==> src/rtl/shift_seq.sv <==
// shift_seq -- iterative shift/rotate engine with valid/ready handshakes.
//
// Accepts an operand, a shift amount and an opcode. The engine then moves
// the operand one bit position per clock and holds the result until the
// consumer takes it.
//
// Ports:
//   clk        single clock, rising-edge active
//   rst        synchronous active-high reset
//   req_valid  request present
//   req_ready  engine idle and able to accept (forced low while rst=1)
//   req_a      operand
//   req_amt    unsigned shift amount, 0..15
//   req_op     000 SRL, 001 SLL, 010 SRA, 011 ROR, 100 ROL, others illegal
//   resp_valid result available (engine in DONE)
//   resp_ready consumer accepts the result
//   resp_data  result
//   resp_err   the request carried an illegal opcode
//   busy       engine is stepping (BUSY state)
module shift_seq #(
  parameter int WIDTH = 4
) (
  input  logic             clk,
  input  logic             rst,
  input  logic             req_valid,
  output logic             req_ready,
  input  logic [WIDTH-1:0] req_a,
  input  logic [3:0]       req_amt,
  input  logic [2:0]       req_op,
  output logic             resp_valid,
  input  logic             resp_ready,
  output logic [WIDTH-1:0] resp_data,
  output logic             resp_err,
  output logic             busy
);

  // Counter must hold 0..WIDTH (shift amounts saturate at WIDTH).
  localparam int CW = $clog2(WIDTH + 1);

  typedef enum logic [1:0] {
    S_IDLE,
    S_BUSY,
    S_DONE
  } state_e;

  typedef enum logic [2:0] {
    OP_SRL = 3'b000,
    OP_SLL = 3'b001,
    OP_SRA = 3'b010,
    OP_ROR = 3'b011,
    OP_ROL = 3'b100
  } op_e;

  state_e           state, state_next;
  logic [WIDTH-1:0] data,  data_next;
  logic [2:0]       op,    op_next;
  logic [CW-1:0]    cnt,   cnt_next;
  logic             err,   err_next;

  logic [CW-1:0]    eff_cnt;
  logic             illegal;

  // One bit-position step for the given opcode.
  function automatic logic [WIDTH-1:0] shift_step(input logic [2:0] f_op,
                                                  input logic [WIDTH-1:0] d);
    case (f_op)
      OP_SRL:  shift_step = {1'b0, d[WIDTH-1:1]};
      OP_SLL:  shift_step = {d[WIDTH-2:0], 1'b0};
      OP_SRA:  shift_step = {d[WIDTH-1], d[WIDTH-1:1]};
      OP_ROR:  shift_step = {d[0], d[WIDTH-1:1]};
      OP_ROL:  shift_step = {d[WIDTH-2:0], d[WIDTH-1]};
      default: shift_step = d;
    endcase
  endfunction

  // Effective step count. Shifts saturate: beyond WIDTH steps nothing changes.
  // Rotates are periodic in WIDTH, so only the low amount bits matter.
  // Illegal opcodes take zero steps and pass the operand through.
  always_comb begin
    eff_cnt = '0;
    illegal = 1'b0;
    case (req_op)
      OP_SRL, OP_SLL, OP_SRA:
        eff_cnt = (req_amt >= 4'(WIDTH)) ? CW'(WIDTH) : CW'(req_amt);
      OP_ROR, OP_ROL:
        eff_cnt = CW'(req_amt[$clog2(WIDTH)-1:0]);
      default:
        illegal = 1'b1;
    endcase
  end

  // NOTE: every signal assigned here gets a default first, so no path
  // through the case can leave one unassigned and infer a latch.
  always_comb begin
    state_next = state;
    data_next  = data;
    op_next    = op;
    cnt_next   = cnt;
    err_next   = err;
    case (state)
      S_IDLE: begin
        if (req_valid) begin
          data_next  = req_a;
          op_next    = req_op;
          cnt_next   = eff_cnt;
          err_next   = illegal;
          state_next = (eff_cnt == '0) ? S_DONE : S_BUSY;
        end
      end
      S_BUSY: begin
        data_next = shift_step(op, data);
        cnt_next  = cnt - 1'b1;
        if (cnt == CW'(1)) state_next = S_DONE;
      end
      S_DONE: begin
        if (resp_ready) state_next = S_IDLE;
      end
      default: state_next = S_IDLE;
    endcase
  end

  // NOTE: state registers use non-blocking assignments so every register
  // samples the pre-edge values, independent of statement order.
  always_ff @(posedge clk) begin
    if (rst) begin
      state <= S_IDLE;
      data  <= '0;
      op    <= '0;
      cnt   <= '0;
      err   <= 1'b0;
    end else begin
      state <= state_next;
      data  <= data_next;
      op    <= op_next;
      cnt   <= cnt_next;
      err   <= err_next;
    end
  end

  // req_ready also looks at rst so no request is taken on a reset edge.
  assign req_ready  = (state == S_IDLE) && !rst;
  assign resp_valid = (state == S_DONE);
  assign busy       = (state == S_BUSY);
  assign resp_data  = data;
  assign resp_err   = err;

endmodule

==> config.mk <==
export PLATFORM = sky130hd
export DESIGN_NAME = shift_seq
export DESIGN_NICKNAME = d
export VERILOG_FILES = /design/src/rtl/shift_seq.sv
export SDC_FILE = /design/constraint.sdc
export NUM_CORES = 1
export LEC_CHECK = 0
export ABC_AREA = 1
export BUFFER_PORTS_ARGS = -buffer_cell sky130_fd_sc_hd__buf_2
export CORE_AREA = 2 2 43 45
export CTS_CLUSTER_DIAMETER = 200
export DETAILED_ROUTE_END_ITERATION = 8
export DIE_AREA = 0 0 45 47
export GPL_ROUTABILITY_DRIVEN = 0
export HOLD_SLACK_MARGIN = 0.02
export MAX_ROUTING_LAYER = met4
export PLACE_DENSITY_LB_ADDON = 0.25
export REMOVE_ABC_BUFFERS = 1
export SYNTH_ARGS = -nofsm -noshare
export SYNTH_HDL_FRONTEND = slang
export SYNTH_SLANG_ARGS = --single-unit
==> constraint.sdc <==
create_clock -name clk -period 2.6 [get_ports clk]
set_input_delay 0.52 -clock clk [delete_from_list [all_inputs] [get_ports clk]]
set_output_delay 0.52 -clock clk [all_outputs]
set_load 0.03 [all_outputs]
## Yosys cells after proc, flatten, opt, wreduce, memory -nomap -nowiden

Cells that the tools add are included.
W data, S select, Z words.

| word-level totals | value |
|---|---|
| register bits | 13 |
| input bits | 15 |
| output and inout port bits | 8 |

| operators by class | value |
|---|---|
| add/sub/neg operators | 1 |
| $lt $le $gt $ge | 1 |
| eq/ne operators | 17 |
| muxes and demuxes | 13 |
| reduce and logical (&&, ||, !) cells | 15 |

Operators with widths:

| cell | count |
|---|---|
| $pmux W4 S5 | 1 |
| $eq A3 B2 Y1 const B | 4 |
| $pmux W3 S2 | 2 |
| $eq A3 B1 Y1 const B | 3 |
| $logic_not A3 Y1 | 3 |
| $mux W2 | 4 |
| $pmux W4 S2 | 1 |
| $eq A3 B3 Y1 const B | 2 |
| $mux W3 | 2 |
| $ne A6 B1 Y1 const B | 1 |
| $pmux W2 S3 | 1 |
| $reduce_and A3 Y1 | 2 |
| $ne A5 B1 Y1 const B | 1 |
| $reduce_or A5 Y1 | 1 |
| $ge A4 B3 Y1 const B | 1 |
| $mux W4 | 1 |
| $ne A2 B1 Y1 const B | 2 |
| $ne A2 B2 Y1 const B | 2 |
| $reduce_and A2 Y1 | 2 |
| $reduce_and A4 Y1 | 1 |
| $reduce_or A3 Y1 | 1 |
| $sub A3 B1 Y3 const B | 1 |
| $eq A2 B1 Y1 const B | 1 |
| $eq A2 B2 Y1 const B | 1 |
| 6 further kinds | 6 |

## Longest topological paths before layout

Gate-level depths: netlist of run 1.

| depth | value |
|---|---|
| depth in word-level cells | 7 |
| depth in mapped cells | 9 |
| depth with buffers taken out | 9 |

## Worst setup path before layout of run 1

Ideal clock, no wire load.

| timing | value |
|---|---|
| path kind | in2out |
| start point | input port rst |
| end point | output port req_ready |
| arrival time | 1.132 ns |
| slack | 0.948 ns |
| stages on the path | 2 |
| path buffers | 1 |
| cells stage by stage | clkbuf_1 > nor2_1 |

| between the ends | value |
|---|---|
| longest elaborated chain between the ends | 2 |

Ends and longest elaborated chain:

| what | RTL line | text |
|---|---|---|
| start: declaration | 24 | `input logic rst,` |
| $logic_not A1 Y1 | 141 | `assign req_ready = (state == S_IDLE) && !rst;` |
| $logic_and A1 B1 Y1 | 141 |  |
| end: declaration | 26 | `output logic req_ready,` |

No other way between the ends.

## Worst setup path in the final report of run 1

| timing | value |
|---|---|
| start point | register state[1] |
| end point | output port busy |

| between the ends | value |
|---|---|
| longest elaborated chain between the ends | 1 |

Ends and longest elaborated chain:

| what | RTL line | text |
|---|---|---|
| start: declaration | 54 | `state_e state, state_next;` |
| start signal: assignment | 132 | `state <= state_next;` |
| $eq A2 B1 Y1 | 143 | `assign busy = (state == S_BUSY);` |
| end: declaration | 34 | `output logic busy` |

No other way between the ends.

==> metrics.yaml, run 1 <==
pwr:
  p_sw_uw: 259
  p_seq_frac: 0.396
  p_clk_frac: 0.203
  p_sw_frac: 0.407
  p_comb_frac: 0.401
  leakage_nw: 0.513
  p_total_uw: 636
  cellPowerDensity_mw_per_mm2: 660
  peakVddDrop_v: 0.000418
  internal-power_uw: 377
timing:
  fin_crit_sh: 0.662
  timing.fmax_ghz: 0.581
  fin_skew_ns: 0.00369
  drv_slew: 0
  slew_headroom: 0.744
  fin_setup_tns_ns: 0
  rsz0062_at_grt: "false"
  timing.hold.ws_ns: 0.503
  worst_slew_pin_slew_ns: 0.380
  setup_violations: 0
  fin_crit_ns: 1.72
  hold_viol_final: 0
placed_design:
  io_buffer_count: 22
  place_inst: 163
  dpl.hpwl_um: 1290
  post_dp_cell_area_um2: 937
route:
  drc: 0
  vias: 846
  drtIter0Drc: 14
  wl_um: 1680
  post_drt_via_cell_ratio: 5.07
  first_pass_iters: 4
  ant_nets: 0
  wl_per_cell_um: 10.0
final_layout:
  drive_gt1_frac: 0.253
  final_nets: 168
  fin_area_um2: 963
  n_antenna_cell: 0
  stdcell_count: 167
  nFillCells: 163
  syn2layout_area_growth_pct: 19.0
synth:
  yosysWarningCount: 0
  ys_seq_area_frac: 0.321
  syn_avg_cell_area_um2: 6.48
  synthCells: 125
  synth_cell_type_count: 23
  synth_seq_cells: 13
  synth_area_um2: 810
grt:
  grt_pass1_wl_um: 2780
  overflow: 0
  grtUsageTotal: 0.187
  grt_max_degree: 11
  grt_pass1_vias: 706
  antenna_found_initial: 0
run:
  cap_violations: 0
floorplanning:
  ios: 23
  start_util: 0.490
  core_area_mm2: 0.00165
  die_w_um: 45
  rows: 15
  die_area_mm2: 0.00212
  die_h_um: 47
cts:
  hold_buffers: 0
  cts_made_buffers: 3
  tritoncts: "done"
  cts.sinks: 13
  cts_resized: 0
  clkTransAtPathRegs_ns: 0.08
  cts_root_buf: "clkbuf_4"
  clk_latency_ns: 0.28
  clk_path_buf_depth: 2
  htree_levels: 1
  cts_setup_buffers: 0
min_path:
  hp-class: "input port to register"
worst_setup_path:
  worstSetupPathType: "register to primary output"
  cp_cell_sequence: "inv_2 > nand2_4 > inv_2 > buf_2"
  start_kind: "register"
  slowest_stage: "dfxtp_1"
  max_stage_delay_ns: 0.33
  end_kind: "primary output"
  arrival_ns: 1.20
  critPathMostFrequentCell: "inv_2"
  crit_required_ns: 2.08
  critPathMaxFanout: 9
run_status:
  status: "completed"
synth_stat cells, drive strengths merged:
cell / count / share of area
nand2: 31 / 0.17
inv: 25 / 0.12
nor2: 15 / 0.079
dfxtp: 13 / 0.32
a21oi: 11 / 0.068
o21ai: 9 / 0.070
nand3: 8 / 0.065
ha: 2 / 0.031
nand4: 2 / 0.015
nor3: 2 / 0.012
or2: 2 / 0.015
a31oi: 1 / 0.0077
and2: 1 / 0.0077
clkbuf: 1 / 0.0046
o22ai: 1 / 0.0077
xnor2: 1 / 0.011
routing by layer:
metal	part of all wire	global-route usage	up-vias
met4	0.030	0.124	0
li1	-	-	442
met1	0.46	0.229	376
met2	0.46	0.289	21
met5	0	-	-
met3	0.046	0.0231	7
cell families (layout without fill, tap and decap cells):
group	Yosys count	after routing	synth area share
adder cells (fa/ha/maj)	2	2	0.0309
XOR/XNOR	1	1	0.0108
AO/OA/AOI/OAI	22	22	0.153
flip-flops	13	13	0.321
buffers and inverters	26	51	0.121
AND/OR/NAND/NOR	61	61	0.363
metrics by stage:
| step | util | setup slack [ns] |
|---|---|---|
| 4_1_cts | 0.583 | 0.886 |
| 3_3_place_gp | 0.567 | 1.10 |
| 2_1_floorplan | - | 1.15 |
| 3_5_place_dp | 0.567 | 1.10 |
| 5_1_grt | 0.583 | 0.835 |
| 6_report | 0.583 | 0.878 |
state kept, by name, summed over array words and instances, names as in the netlist:
register / count
state: 2
resp_err: 1
resp_data: 4
op: 3
cnt: 3
power groups by stage:
stage / clock network, mW / logic, mW / registers [mW]
after CTS: 0.132 / 0.255 / 0.252
after global placement: 0 / 0.251 / 0.256
final: 0.129 / 0.255 / 0.252
after floorplan: 0 / 0.167 / 0.281
after detailed placement: 0 / 0.254 / 0.257
after global routing: 0.139 / 0.289 / 0.255
worst paths after layout:
path | endpoint | cells past startpoint | start | slack [ns]
max | busy | 4 | state[1] | 0.88
min | state[1] | 4 | resp_ready | 0.50
max reg2reg | cnt[1] | 4 | cnt[0] | 1.34
min reg2reg | resp_err | 2 | resp_err | 0.52
final cells by class:
type                            count  area [um2]  area share
Multi-Input combinational cell     86         452       0.469
Clock buffer                        4        26.3      0.0273
Sequential cell                    13         260       0.270
Inverter                           25        93.8      0.0974
Tap cell                           17        21.3      0.0221
Timing Repair Buffer               22         110       0.114
cell usage in the layout (no fill, tap or decap):
cell,Yosys,final
xnor2_1,1,1
o21ai_0,7,7
a31oi_1,1,1
clkbuf_1,1,1
inv_1,21,21
o22ai_1,1,1
o21ai_1,1,1
nand4_1,2,2
nand2_2,2,2
nor2_4,1,1
buf_2,0,22
nand2_1,27,27
clkbuf_4,0,3
or2_2,2,2
nand3_1,7,7
o21ai_4,1,1
nor2_1,14,14
a21oi_1,11,11
nand3_4,1,1
dfxtp_1,13,13
and2_1,1,1
inv_2,4,4
nand2_4,2,2
ha_1,2,2
nor3_1,2,2
critical path, delay by kind of cell (launching register included):
family        cells  cell delay, ns
simple gates      1            0.10
buf+inv           3            0.48
flops             1            0.33
No activity file was read; power rests on OpenSTA's default activity.
==> run 2, diff against run 1 <==
Settings changed: CORE_AREA 2 2 43 45 to 2 2 41 53, DIE_AREA 0 0 45 47 to 0 0 43 55.
Clock period 2.6 ns to 1.5 ns, I/O delays scaled along.
==> run 2 against run 1 <==
Effect of this change: power grew 74%; flip-flop and latch count is the same; wire length increased by 3.6%; first-iteration DRC count rose by 57%; count of clock-buffer cells in the layout shrank 1; clock power grew 74%; sequential power increased by 73%; critical endpoint unchanged; critical path depth unchanged; non-clock buffer count is the same; global-route usage shrank 1.7 points.
==> metrics.yaml, run 2 (synthesized netlist as in run 1, its figures left out) <==
run_status:
  status: "completed"  # unchanged
cts:
  htree_levels: 1  # unchanged
  cts_root_buf: "clkbuf_4"  # unchanged
  cts_setup_buffers: 0  # unchanged
  tritoncts: "done"  # unchanged
  cts_made_buffers: 3  # unchanged
  cts.sinks: 13  # unchanged
  clk_path_buf_depth: 2  # unchanged
  clk_latency_ns: 0.29  # was 0.28 ns
  clkTransAtPathRegs_ns: 0.09  # was 0.08 ns
grt:
  overflow: 0  # unchanged
  grt_max_degree: 11  # unchanged
  grtUsageTotal: 0.170  # was 0.187
  antenna_found_initial: 0  # unchanged
  grt_pass1_vias: 713  # was 706
  grt_pass1_wl_um: 2930  # was 2780 um
worst_setup_path:
  worstSetupPathType: "register to primary output"  # unchanged
  end_kind: "primary output"  # unchanged
  crit_required_ns: 1.20  # was 2.08 ns
  arrival_ns: 1.13  # was 1.20 ns
  slowest_stage: "dfxtp_1"  # unchanged
  start_kind: "register"  # unchanged
  cp_cell_sequence: "inv_2 > nand2_4 > inv_4 > clkbuf_4"  # was inv_2 > nand2_4 > inv_2 > buf_2
  critPathMaxFanout: 9  # unchanged
  max_stage_delay_ns: 0.33  # about the same
pwr:
  p_comb_frac: 0.403  # was 0.401
  cellPowerDensity_mw_per_mm2: 1140  # was 660 mW/mm2
  p_sw_uw: 456  # was 259 uW
  peakVddDrop_v: 0.000690  # was 0.000418 V
  p_sw_frac: 0.411  # was 0.407
  p_seq_frac: 0.395  # was 0.396
  p_total_mw: 1.11  # was 636 uW
  p_clk_frac: 0.203  # about the same
  internal-power_uw: 652  # was 377 uW
  leakage_nw: 0.515  # was 0.513 nW
timing:
  slew_headroom: 0.766  # was 0.744
  worst_slew_pin_slew_ns: 0.347  # was 0.380 ns
  drv_slew: 0  # unchanged
  fin_crit_sh: 0.956
  setup_violations: 0  # unchanged
  timing.fmax_ghz: 0.697
  rsz0062_at_grt: "false"  # unchanged
  hold_viol_final: 0  # unchanged
  setup_slack_ns: 0.0662  # was 0.878 ns
  fin_skew_ns: 0.00826  # was 0.00369 ns
  fin_setup_tns_ns: 0  # unchanged
  fin_crit_ns: 1.43
final_layout:
  syn2layout_area_growth_pct: 20.2  # was 19.0%
  final_common_cell: "nand2_1"  # unchanged
  final_util: 0.515  # was 0.583
  n_antenna_cell: 0  # unchanged
  drive_gt1_frac: 0.260  # was 0.253
  final_nets: 168  # unchanged
  largest_register_ffs: 4  # unchanged
  final_cell_mix: "nand2_1 (27), inv_1 (21), buf_2 (21)"  # was nand2_1 (27), buf_2 (22), inv_1 (21)
route:
  post_drt_via_cell_ratio: 4.92  # was 5.07
  drtIter0Drc: 22  # was 14
  vias: 836  # was 846
  wl_per_cell_um: 10.2  # was 10.0 um
  first_pass_iters: 4  # unchanged
  ant_nets: 0  # unchanged
  wl_um: 1740  # was 1680 um
  drc: 0  # unchanged
placed_design:
  post-place-ws_ns: 0.261  # was 1.10 ns
  io_buffer_count: 22  # unchanged
  dpl.hpwl_um: 1430  # was 1290 um
floorplanning:
  start_util: 0.428  # was 0.490
  core_area_mm2: 0.00189  # was 0.00165 mm2
  die_h_um: 55  # was 47 um
  ios: 23  # unchanged
  rows: 18  # was 15
  die_area_mm2: 0.00237  # was 0.00212 mm2
  die_w_um: 43  # was 45 um
run:
  cap_violations: 0  # unchanged
min_path:
  hp-class: "input port to register"  # unchanged
run 2: cell types whose count changed in the layout (fill, tap and decap cells not counted), sizes merged:
cell    previous run  this run
buf               22        21
clkinv             0         1
run 2: path summary, 6_finish.rpt:
kind,cells past startpoint,startpoint,slack [ns],to
worst min-delay path,4,resp_ready,0.26,state[1]
worst max-delay path,4,state[1],0.07,busy
worst min register to register,2,resp_err,0.50,resp_err
worst max register to register,4,cnt[0],0.25,cnt[1]
run 2: layer usage:
metal  vias to the layer above  GRT usage  part of all wire
met5                         -          -                 0
met4                         0     0.0909             0.029
met3                         7     0.0195             0.050
met2                        26      0.308              0.52
met1                       362      0.185              0.40
li1                        441          -                 -
run 2: final cells by class:
type                       count  area [um2]
fill                         204         918
tap                           20        25.0
clock inverter                 1        5.00
clock buffer                   3        22.5
multi-input combinational     86         452
timing repair buffer          22         113
inverter                      25        96.3
sequential                    13         260
run 2: power groups by stage:
| stage | Sequential, mW | Combinational, mW | Clock (mW) |
|---|---|---|---|
| after floorplan | 0.488 | 0.289 | 0 |
| after global placement | 0.444 | 0.439 | 0 |
| after detailed placement | 0.445 | 0.446 | 0 |
| after CTS | 0.438 | 0.448 | 0.230 |
| after global routing | 0.446 | 0.507 | 0.237 |
| final | 0.437 | 0.447 | 0.225 |
run 2: repair_timing:
action                                  CTS  global route
resized for setup                         0             2
hold buffers                              0             0
endpoints found under the setup margin    0             1
run 2: critical path, delay by kind of cell (launching register included):
family / cells / cell delay, ns
buf+inv: 3 / 0.40
flops: 1 / 0.33
simple gates: 1 / 0.10
run 2: stage by stage:
stage	cell area, um2	std cells	hold WS (ns)
6_report	973	170	0.265
5_1_grt	973	170	0.284
4_1_cts	968	170	0.266
3_5_place_dp	941	166	0.488
3_3_place_gp	941	166	0.489
2_1_floorplan	806	124	0.369
==> run 3, diff against run 2 <==
Settings changed: CORE_AREA 2 2 41 53 to 2 2 46 48, DIE_AREA 0 0 43 55 to 0 0 48 50, GPL_ROUTABILITY_DRIVEN 0 to 1.
==> run 3 against run 2 <==
Effect of this change: via count fell by 0.36%; global-route usage rose by 0.42 points; final cell count rose by 4.1%; utilization rose by 0.26 points; highest routed layer unchanged; largest power group unchanged; power rose by 0.26%; critical endpoint unchanged; cell area rose by 1.0%; wire length fell by 2.2%.
==> metrics.yaml, run 3 (synthesized netlist as in run 1, its figures left out) <==
run_status:
  status: "completed"  # unchanged
floorplanning:
  start_util: 0.426  # was 0.428
  die_w_um: 48  # was 43 um
  die_h_um: 50  # was 55 um
  ios: 23  # unchanged
  die_area_mm2: 0.00240  # was 0.00237 mm2
  rows: 16  # was 18
  core_area_mm2: 0.00190  # was 0.00189 mm2
cts:
  cts_setup_buffers: 0  # unchanged
  hold_buffers: 0  # unchanged
  cts.sinks: 13  # unchanged
  htree_levels: 1  # unchanged
  clk_latency_ns: 0.28  # was 0.29 ns
  clkTransAtPathRegs_ns: 0.08  # was 0.09 ns
  tritoncts: "done"  # unchanged
  clk_path_buf_depth: 2  # unchanged
  cts_root_buf: "clkbuf_4"  # unchanged
  cts_made_buffers: 3  # unchanged
grt:
  grt_pass1_wl_um: 2960  # was 2930 um
  antenna_found_initial: 0  # unchanged
  overflow: 0  # unchanged
  grtUsageTotal: 0.174  # was 0.170
  grt_pass1_vias: 730  # was 713
  grt_max_degree: 11  # unchanged
route:
  ant_nets: 0  # unchanged
  drc: 0  # unchanged
  post_drt_via_cell_ratio: 4.71  # was 4.92
  vias: 833  # was 836
  wl_per_cell_um: 9.61  # was 10.2 um
  drtIter0Drc: 28  # was 22
  wl_um: 1700  # was 1740 um
  first_pass_iters: 4  # unchanged
worst_setup_path:
  cp_cell_sequence: "inv_2 > nand2_4 > inv_4 > buf_4"  # was inv_2 > nand2_4 > inv_4 > clkbuf_4
  crit_required_ns: 1.20  # about the same
  end_kind: "primary output"  # unchanged
  worstSetupPathType: "register to primary output"  # unchanged
  max_stage_delay_ns: 0.32  # was 0.33 ns
  arrival_ns: 1.11  # was 1.13 ns
  start_kind: "register"  # unchanged
  critPathMaxFanout: 9  # unchanged
  slowest_stage: "dfxtp_1"  # unchanged
final_layout:
  final_cell_mix: "nand2_1 (27), inv_1 (21), buf_2 (20)"  # was nand2_1 (27), inv_1 (21), buf_2 (21)
  largest_register_ffs: 4  # unchanged
  n_antenna_cell: 0  # unchanged
  drive_gt1_frac: 0.253  # was 0.260
  final_nets: 168  # unchanged
  syn2layout_area_growth_pct: 21.5  # was 20.2%
  final_util: 0.517  # was 0.515
  final_common_cell: "nand2_1"  # unchanged
timing:
  fin_setup_tns_ns: 0  # unchanged
  slew_headroom: 0.752  # was 0.766
  drv_slew: 0  # unchanged
  timing.fmax_ghz: 0.710  # was 0.697 GHz
  worst_slew_pin_slew_ns: 0.368  # was 0.347 ns
  fin_crit_sh: 0.939  # was 0.956
  hold_viol_final: 0  # unchanged
  fin_crit_ns: 1.41  # was 1.43 ns
  setup_violations: 0  # unchanged
  fin_skew_ns: 0.00333  # was 0.00826 ns
  rsz0062_at_grt: "false"  # unchanged
placed_design:
  gp_congestion: 0.819
  dpl.hpwl_um: 1350  # was 1430 um
  io_buffer_count: 22  # unchanged
pwr:
  leakage_nw: 0.514  # was 0.515 nW
  peakVddDrop_v: 0.000588  # was 0.000690 V
  cellPowerDensity_mw_per_mm2: 1130  # was 1140 mW/mm2
min_path:
  hp-class: "input port to register"  # unchanged
run:
  cap_violations: 0  # unchanged
run 3: cell types whose count changed in the layout (fill, tap and decap cells not counted), sizes merged:
cell / before / now
buf: 21 / 22
clkinv: 1 / 0
run 3: worst max-delay path, delay by kind of cell, from the launching register on:
family,cells,cell delay (ns)
flops,1,0.32
simple gates,1,0.11
buf+inv,3,0.39
run 3: repair_timing:
| item | 4_1_cts | 5_1_grt |
|---|---|---|
| resized for setup | 0 | 5 |
| hold endpoints to repair | 0 | 0 |
| setup endpoints to repair | 0 | 2 |
run 3: layer usage:
layer,track usage,routed length [um]
met4,0.0676,27
met2,0.260,768
met5,-,0
met1,0.228,795
met3,0.0330,109
run 3: power by group:
group          switching, mW  internal (mW)  leakage [nW]
clock network          0.122          0.103        0.0150
registers             0.0382          0.397         0.107
logic                  0.293          0.157         0.391
run 3: layout make-up:
class / instances / area [um2]
clock buffers: 4 / 26.3
fillers: 206 / 918
inverters: 25 / 96.3
multi-input cells: 86 / 452
flip-flops and latches: 13 / 260
well taps: 27 / 33.8
repair buffers: 22 / 115
run 3: final timing paths:
| kind | startpoint | endpoint | depth (start not counted) | slack (ns) |
|---|---|---|---|---|
| max | state[1] | busy | 4 | 0.09 |
| min | req_op[2] | op[2] | 3 | 0.28 |
| max reg2reg | cnt[0] | cnt[1] | 4 | 0.28 |
| min reg2reg | resp_err | resp_err | 2 | 0.50 |
run 3: per-stage QoR:
step           cells  total power [mW]  setup WS, ns  hold WS, ns  area [um2]
2_1_floorplan    124             0.777         0.308        0.369         806
3_3_place_gp     173             0.881         0.298        0.486         950
3_5_place_dp     173             0.889         0.278        0.496         950
4_1_cts          177              1.12       0.00312        0.278         976
5_1_grt          177              1.20        0.0128        0.297         983
6_report         177              1.11        0.0920        0.283         983
